<file path="config.mk">
export PLATFORM = sky130hd
export DESIGN_NAME = rrp_mult_arbiter
export DESIGN_NICKNAME = d
export VERILOG_FILES = /design/src/rtl/rrp_mult_arbiter.sv
export SDC_FILE = /design/constraint.sdc
export NUM_CORES = 1
export LEC_CHECK = 0
export ABC_CLOCK_PERIOD_IN_PS = 3450
export CAP_MARGIN = 20
export CORE_ASPECT_RATIO = 0.75
export CORE_MARGIN = 8
export CORE_UTILIZATION = 45
export CTS_BUF_LIST = sky130_fd_sc_hd__clkbuf_8
export DETAILED_ROUTE_END_ITERATION = 16
export DONT_BUFFER_PORTS = 1
export GPL_ROUTABILITY_DRIVEN = 1
export PLACE_DENSITY = 0.67
export SLEW_MARGIN = 10
export SYNTH_ARGS = -nofsm -noshare
export SYNTH_HDL_FRONTEND = slang
export SYNTH_SLANG_ARGS = --single-unit
</file>
<file path="constraint.sdc">
create_clock -name clock -period 3.45 [get_ports clock]
set_clock_uncertainty 0.1 [all_clocks]
set_input_delay 0.5175 -clock clock [delete_from_list [all_inputs] [get_ports clock]]
set_output_delay 0.5175 -clock clock [all_outputs]
set_load 0.005 [all_outputs]
</file>
<file path="src/rtl/rrp_mult_arbiter.sv">
// rrp_mult_arbiter: two-way round-robin issue front end for a pipelined rRp_mult.
// Tags each accepted op, captures products in an in-order FIFO, and limits issue by credits.
//
// Ports:
//   clock, reset_n              clock, async active-low reset
//   reqN_valid/ready/x/y (N=0,1) requester operand handshake (digit-packed, MSD first)
//   mult_x, mult_y               registered operands to the multiplier
//   mult_p                       product from the multiplier (LAT edges after mult_x/y)
//   res_valid/ready/p/id         result FIFO head handshake, id = issuing requester
//   busy                         any op in flight or buffered
module rrp_mult_arbiter #(
    parameter  int WIDTH = 4,
    parameter  int RADIX = 4,
    parameter  int LAT   = 2,
    parameter  int DEPTH = 4,
    localparam int D     = $clog2(RADIX) + 1,
    localparam int PW    = D * (2 * WIDTH + 1)
) (
    input  logic               clock,
    input  logic               reset_n,
    input  logic               req0_valid,
    output logic               req0_ready,
    input  logic [D*WIDTH-1:0] req0_x,
    input  logic [D*WIDTH-1:0] req0_y,
    input  logic               req1_valid,
    output logic               req1_ready,
    input  logic [D*WIDTH-1:0] req1_x,
    input  logic [D*WIDTH-1:0] req1_y,
    output logic [D*WIDTH-1:0] mult_x,
    output logic [D*WIDTH-1:0] mult_y,
    input  logic [PW-1:0]      mult_p,
    output logic               res_valid,
    input  logic               res_ready,
    output logic [PW-1:0]      res_p,
    output logic               res_id,
    output logic               busy
);

    localparam int AW = $clog2(DEPTH);
    localparam int CW = $clog2(DEPTH + 1);

    logic [CW-1:0] cnt_q, cnt_d;
    logic          ptr_q, ptr_d;
    logic [LAT:0]  tv_q;
    logic [LAT:0]  tid_q;
    logic [AW-1:0] wp_q, rp_q;
    logic [AW:0]   fcnt_q;
    logic [PW-1:0] mem_p  [DEPTH];
    logic          mem_id [DEPTH];

    logic full, acc0, acc1, acc, gid, wr, pop;

    // ptr_q == 1 means requester 1 wins the next tie.
    assign full       = (cnt_q == CW'(DEPTH));
    assign req0_ready = reset_n && !full && (!ptr_q || !req1_valid);
    assign req1_ready = reset_n && !full && (ptr_q || !req0_valid);
    assign acc0       = req0_valid && req0_ready;
    assign acc1       = req1_valid && req1_ready;
    assign acc        = acc0 || acc1;
    assign gid        = acc1;

    // The tag leaving the last stage lines up with mult_p for that op.
    assign wr         = tv_q[LAT];
    assign res_valid  = (fcnt_q != '0);
    assign pop        = res_valid && res_ready;
    assign res_p      = res_valid ? mem_p[rp_q] : '0;
    assign res_id     = res_valid && mem_id[rp_q];
    assign busy       = (cnt_q != '0);

    always_comb begin
        cnt_d = cnt_q;
        if (acc && !pop) begin
            cnt_d = cnt_q + CW'(1);
        end else if (!acc && pop) begin
            cnt_d = cnt_q - CW'(1);
        end
    end

    always_comb begin
        ptr_d = ptr_q;
        if (acc) begin
            ptr_d = !gid;
        end
    end

    always_ff @(posedge clock or negedge reset_n) begin
        if (!reset_n) begin
            cnt_q  <= '0;
            ptr_q  <= 1'b0;
            tv_q   <= '0;
            tid_q  <= '0;
            mult_x <= '0;
            mult_y <= '0;
        end else begin
            cnt_q  <= cnt_d;
            ptr_q  <= ptr_d;
            tv_q   <= {tv_q[LAT-1:0], acc};
            tid_q  <= {tid_q[LAT-1:0], gid};
            if (acc) begin
                mult_x <= acc1 ? req1_x : req0_x;
                mult_y <= acc1 ? req1_y : req0_y;
            end
        end
    end

    always_ff @(posedge clock or negedge reset_n) begin
        if (!reset_n) begin
            wp_q   <= '0;
            rp_q   <= '0;
            fcnt_q <= '0;
        end else begin
            if (wr) begin
                wp_q <= wp_q + AW'(1);
            end
            if (pop) begin
                rp_q <= rp_q + AW'(1);
            end
            if (wr && !pop) begin
                fcnt_q <= fcnt_q + (AW+1)'(1);
            end else if (!wr && pop) begin
                fcnt_q <= fcnt_q - (AW+1)'(1);
            end
        end
    end

    always_ff @(posedge clock) begin
        if (wr) begin
            mem_p[wp_q]  <= mult_p;
            mem_id[wp_q] <= tid_q[LAT];
        end
    end

endmodule

</file>
-- Word level (Yosys, flattened, before mapping)
Memories as Yosys holds them, arrays and structs flattened.
Index checks and enable logic that the tools add are counted.
- register bits after elaboration: 41
- memory bits (writable): 112
- input port bits: 80
- word-level logic and storage cells: 53
- memories kept: 2
- memory list (name ; depth ; bits a word ; rd ports ; clocked after memory_dff ; wr ports ; RTL line ; source):
    mem_p ; 4 ; 27 ; 1 ; 0 ; 1 ; 48 ; logic [PW-1:0] mem_p [DEPTH];
    mem_id ; 4 ; 1 ; 1 ; 0 ; 1 ; 49 ; logic mem_id [DEPTH];
- add/sub/neg operators: 6
- eq/ne operators: 1
- muxes and demuxes: 9
- reduce and logical (&&, ||, !) cells: 26
- operator list (operator ; count):
    $mux W27 ; 1
    $mux W12 ; 2
    $mux W3 ; 4
    $logic_and A1 B1 Y1 ; 11
    $logic_not A1 Y1 ; 8
    $add A3 B1 Y3 const B ; 2
    $reduce_bool A3 Y1 ; 2
    $sub A3 B1 Y3 const B ; 2
    $add A2 B1 Y2 const B ; 2
    $reduce_bool A2 Y1 ; 2
    $eq A3 B3 Y1 const B ; 1
    $logic_or A1 B1 Y1 ; 3
    $mux W1 ; 2

-- Longest topological paths before layout
- depth after elaboration: 10
- mapped depth: 11

-- Worst setup path after synthesis
No wires, ideal clock.
- kind: register -> register
- start: register cnt_q[1]
- end: register cnt_q[1]
- arrival: 2.211 ns
- data required time: 3.225 ns
- setup slack: 1.015 ns
- stages on the path, launching flop included: 10
- path buffers: 3
- clock period less this slack: 2.435 ns
- path through: dfrtp_1 -> or3b_1 -> buf_2 -> and2_4 -> buf_6 -> buf_6 -> ha_1 -> inv_1 -> fa_1 -> mux2_2
- elaborated cells on any way between the ends: 16
- RTL lines (item ; RTL line ; source):
    start: declaration ; 42 ; logic [CW-1:0] cnt_q, cnt_d;
    start signal: assignment ; 95 ; cnt_q <= cnt_d;
    $eq A3 B3 Y1 (*) ; 54 ; assign full = (cnt_q == CW'(DEPTH));
    $logic_not A1 Y1 (*) ; 55, 56 ;
    $logic_and A1 B1 Y1 (*) ; 55, 56 ;
    $logic_and A1 B1 Y1 (on tied branches) ; 55, 56 ;
    $logic_and A1 B1 Y1 (on tied branches) ; 57, 58 ;
    $logic_or A1 B1 Y1 (*) ; 59 ; assign acc = acc0 || acc1;
    via acc ; 51 ; logic full, acc0, acc1, acc, gid, wr, pop;
    $logic_and A1 B1 Y1 (*) ; 72 ; if (acc && !pop) begin
    $mux W3 (*) ; 72 ;
    via cnt_d[1] ; 42 ;
The timed path passes the listed nets; every way through them passes the cells marked *. The select of a mux whose other input is x is not followed.
A chain may end at the register's enable or synchronous reset.

-- Worst setup path after layout
- start: register rp_q[0]
- end: output res_p[2]
- longest elaborated chain between the ends: 2
- ends and longest elaborated chain (item ; RTL line ; source):
    start: declaration ; 46 ; logic [AW-1:0] wp_q, rp_q;
    start signal: assignment ; 116 ; rp_q <= rp_q + AW'(1);
    $mem_v2 Z4 W27 ; -- ;
    $mux W27 ; 66 ; assign res_p = res_valid ? mem_p[rp_q] : '0;
    end: declaration ; 34 ; output logic [PW-1:0] res_p,
No other way between the ends.

==> impl_metrics.tcl <==
set metrics [dict create \
    port-buffer-count 0 \
    outcome "finished clean" \
    max_slew.worst_pin.slew_ns 0.883 \
    final_cell_mix "edfxtp_1 (112), dfrtp_1 (40), and2_1 (29)" \
    syn_nets 475 \
    viasPerCell 5.98 \
    drv_cap 0 \
    numCtsBuffers 17 \
    wire_per_inst_um 22.6 \
    initial_core_util_pct 46.1 \
    wl_mm 12.9 \
    ys_warn_count 0 \
    rows 37 \
    slew_violations 0 \
    clock.fmax_mhz 353 \
    crit_arrival_ns 2.22 \
    route.detailed.drc 0 \
    layout.nets 470 \
    cp_top_family "flip-flops" \
    overflow 0 \
    clk_latency_ns 0.43 \
    synth_edf_count 112 \
    min_period_over_period_pct 82.2 \
    grt_use_total_pct 14.5 \
    path_class "flip-flop to output port" \
    clockRootBuffer "clkbuf_8" \
    dr.first_iter.drc_count 275 \
    die_area_mm2 0.0182 \
    power.total_mw 5.69 \
    final_util_pct 50.5 \
    startpoint_type "flip-flop" \
    cts_max_level 4 \
    syn_area_mm2 0.00634 \
    chipHeight_um 119 \
    hold_viol 0 \
    crit_buf_inv 1 \
    ys_types 31 \
    cp_data_required_time_ns 2.83 \
    cp_max_fo 19 \
    finalHoldWorstSlack_ns 0.0673 \
    period_needed_ns 2.83 \
    io_pins 136 \
    worst_ir_drop_vdd_mv 0.316 \
    setup_viol 0 \
    dr.pass1.iters 5 \
    async_reset_ff_share_pct 26.8 \
    vias 3409 \
    clkTransAtPathRegs_ns 0.08 \
    syn_inst 387 \
    diodes 0 \
    crit_path_end_kind "output port" \
    cts.repair.resized 0 \
    clock_path_buffers 2 \
    antenna_left 0 \
    syn2layout_area_growth_pct 9.46 \
    power_density_mw_per_mm2 821 \
    setup_tns_ns 0 \
    grt_pass1_vias 3519 \
    relSlewSlack_pct 41.0 \
    synth_ff_type "edfxtp_1" \
    grt_max_degree 52 \
    hpwl_mm 8.43 \
    grt_pass1_wl_mm 20.3 \
    synth_seq_area_share_pct 69.3 \
    cts_tree "built" \
    routabilityCongestion 0.751 \
    antenna_found_initial 0 \
    worstPathCellList "buf_12 -> mux4_2 -> and2_1" \
    coreArea_mm2 0.0137 \
    avgSynthCellArea_um2 16.4 \
    p_leak_nw 2.32 \
    critPathSlowestCell "dfrtp_2" \
    final_common_cell "edfxtp_1" \
    die_w_um 153 \
    hp-class "input pin to flip-flop" \
    cts.sinks 153 \
    drive_gt1_share_pct 19.0 \
    critPathMaxStageDelay_ns 0.82 \
    rsz0062_at_grt "no" \
    synth_seq_cells 153 \
]
[stage by stage]
| stage | instance area, µm² | setup WS (ns) | cells |
|---|---|---|---|
| floorplan | 6340 | 1.01 | 387 |
| finish | 6940 | 0.615 | 570 |
| CTS | 6940 | 0.529 | 570 |
| global route | 6940 | 0.453 | 570 |
| detailed placement | 6470 | 1.03 | 536 |
| global placement | 6470 | 1.08 | 536 |
[cell type report]
type                            instances  area, µm²
Clock buffer                           17        234
Inverter                                4       15.0
Fill cell                            1119       6810
Timing Repair Buffer                    9       95.1
Clock inverter                         15        200
Multi-Input combinational cell        197       1780
Sequential cell                       153       4390
Tap cell                              175        219
[where the power goes]
group	leakage, nW	total [mW]	internal (mW)	switching (mW)
Clock	0.216	1.45	0.791	0.656
Sequential	1.49	2.71	2.40	0.314
Combinational	0.610	1.53	0.725	0.806
Total	2.32	5.69	3.92	1.78
[flip-flops by register name, indices dropped and copies added (netlist names)]
signal	flops
mem_p	108
tv_q	3
ptr_q	1
mult_x	12
wp_q	2
mult_y	12
cnt_q	3
mem_id	4
rp_q	2
fcnt_q	3
tid_q	3
[repair_timing]
item / CTS / global route
hold endpoints to repair: 41 / 0
buffers inserted: 0 / 0
hold buffers: 2 / 0
[cell families (layout without fill, tap and decap cells)]
kind of cell	count (synthesis)	after routing	share of synthesized area (%)
multiplexers	30	30	10.3
adder cells (fa/ha/maj)	8	8	1.82
AO/OA/AOI/OAI	77	77	7.62
buffers and inverters	37	45	2.69
flip-flops	153	153	69.3
AND/OR/NAND/NOR	73	73	7.07
XOR/XNOR	9	9	1.24
[routing by layer]
layer | vias to the layer above | GRT usage [%] | share of wire, % | routed length (µm)
met2 | 116 | 22.9 | 49 | 6360
met3 | 15 | 6.99 | 9.2 | 1180
met5 | - | 0 | 0 | 0
met4 | 0 | 5.06 | 1.6 | 206
met1 | 1760 | 17.1 | 40 | 5160
li1 | 1518 | - | - | -
[Yosys cell counts, types with 2 or more instances]
cell type,instances,area share [%]
or3_1,2,0.20
o31ai_1,24,2.8
dfrtp_1,41,16
nand4_1,24,2.4
mux4_2,28,10
fa_1,2,0.63
and2_1,33,3.3
clkbuf_1,21,1.2
inv_1,4,0.24
buf_2,7,0.55
nand2_1,4,0.24
buf_6,3,0.53
xnor2_1,4,0.55
xor2_1,5,0.69
a31oi_1,25,2.5
nor2_1,3,0.18
buf_1,2,0.12
edfxtp_1,112,53
a21oi_1,25,2.0
ha_1,6,1.2
mux2_2,2,0.36
[final timing paths]
| path | start | to | slack, ns | depth (start not counted) |
|---|---|---|---|---|
| min reg2reg | tid_q[0]$_DFF_PN0_ | tid_q[1]$_DFF_PN0_ | 0.25 | 0 |
| max reg2reg | cnt_q[1]$_DFFE_PN0P_ | cnt_q[1]$_DFFE_PN0P_ | 1.11 | 6 |
| max | rp_q[0]$_DFFE_PN0P_ | res_p[2] | 0.62 | 3 |
| min | mult_p[10] | mem_p[0][10]$_DFFE_PP_ | 0.07 | 0 |
| max in group asynchronous | reset_n | rp_q[0]$_DFFE_PN0P_ | 2.59 | 2 |
| min in group asynchronous | reset_n | mult_y[5]$_DFFE_PN0P_ | 0.44 | 2 |
(Power assumes the default switching activity.)
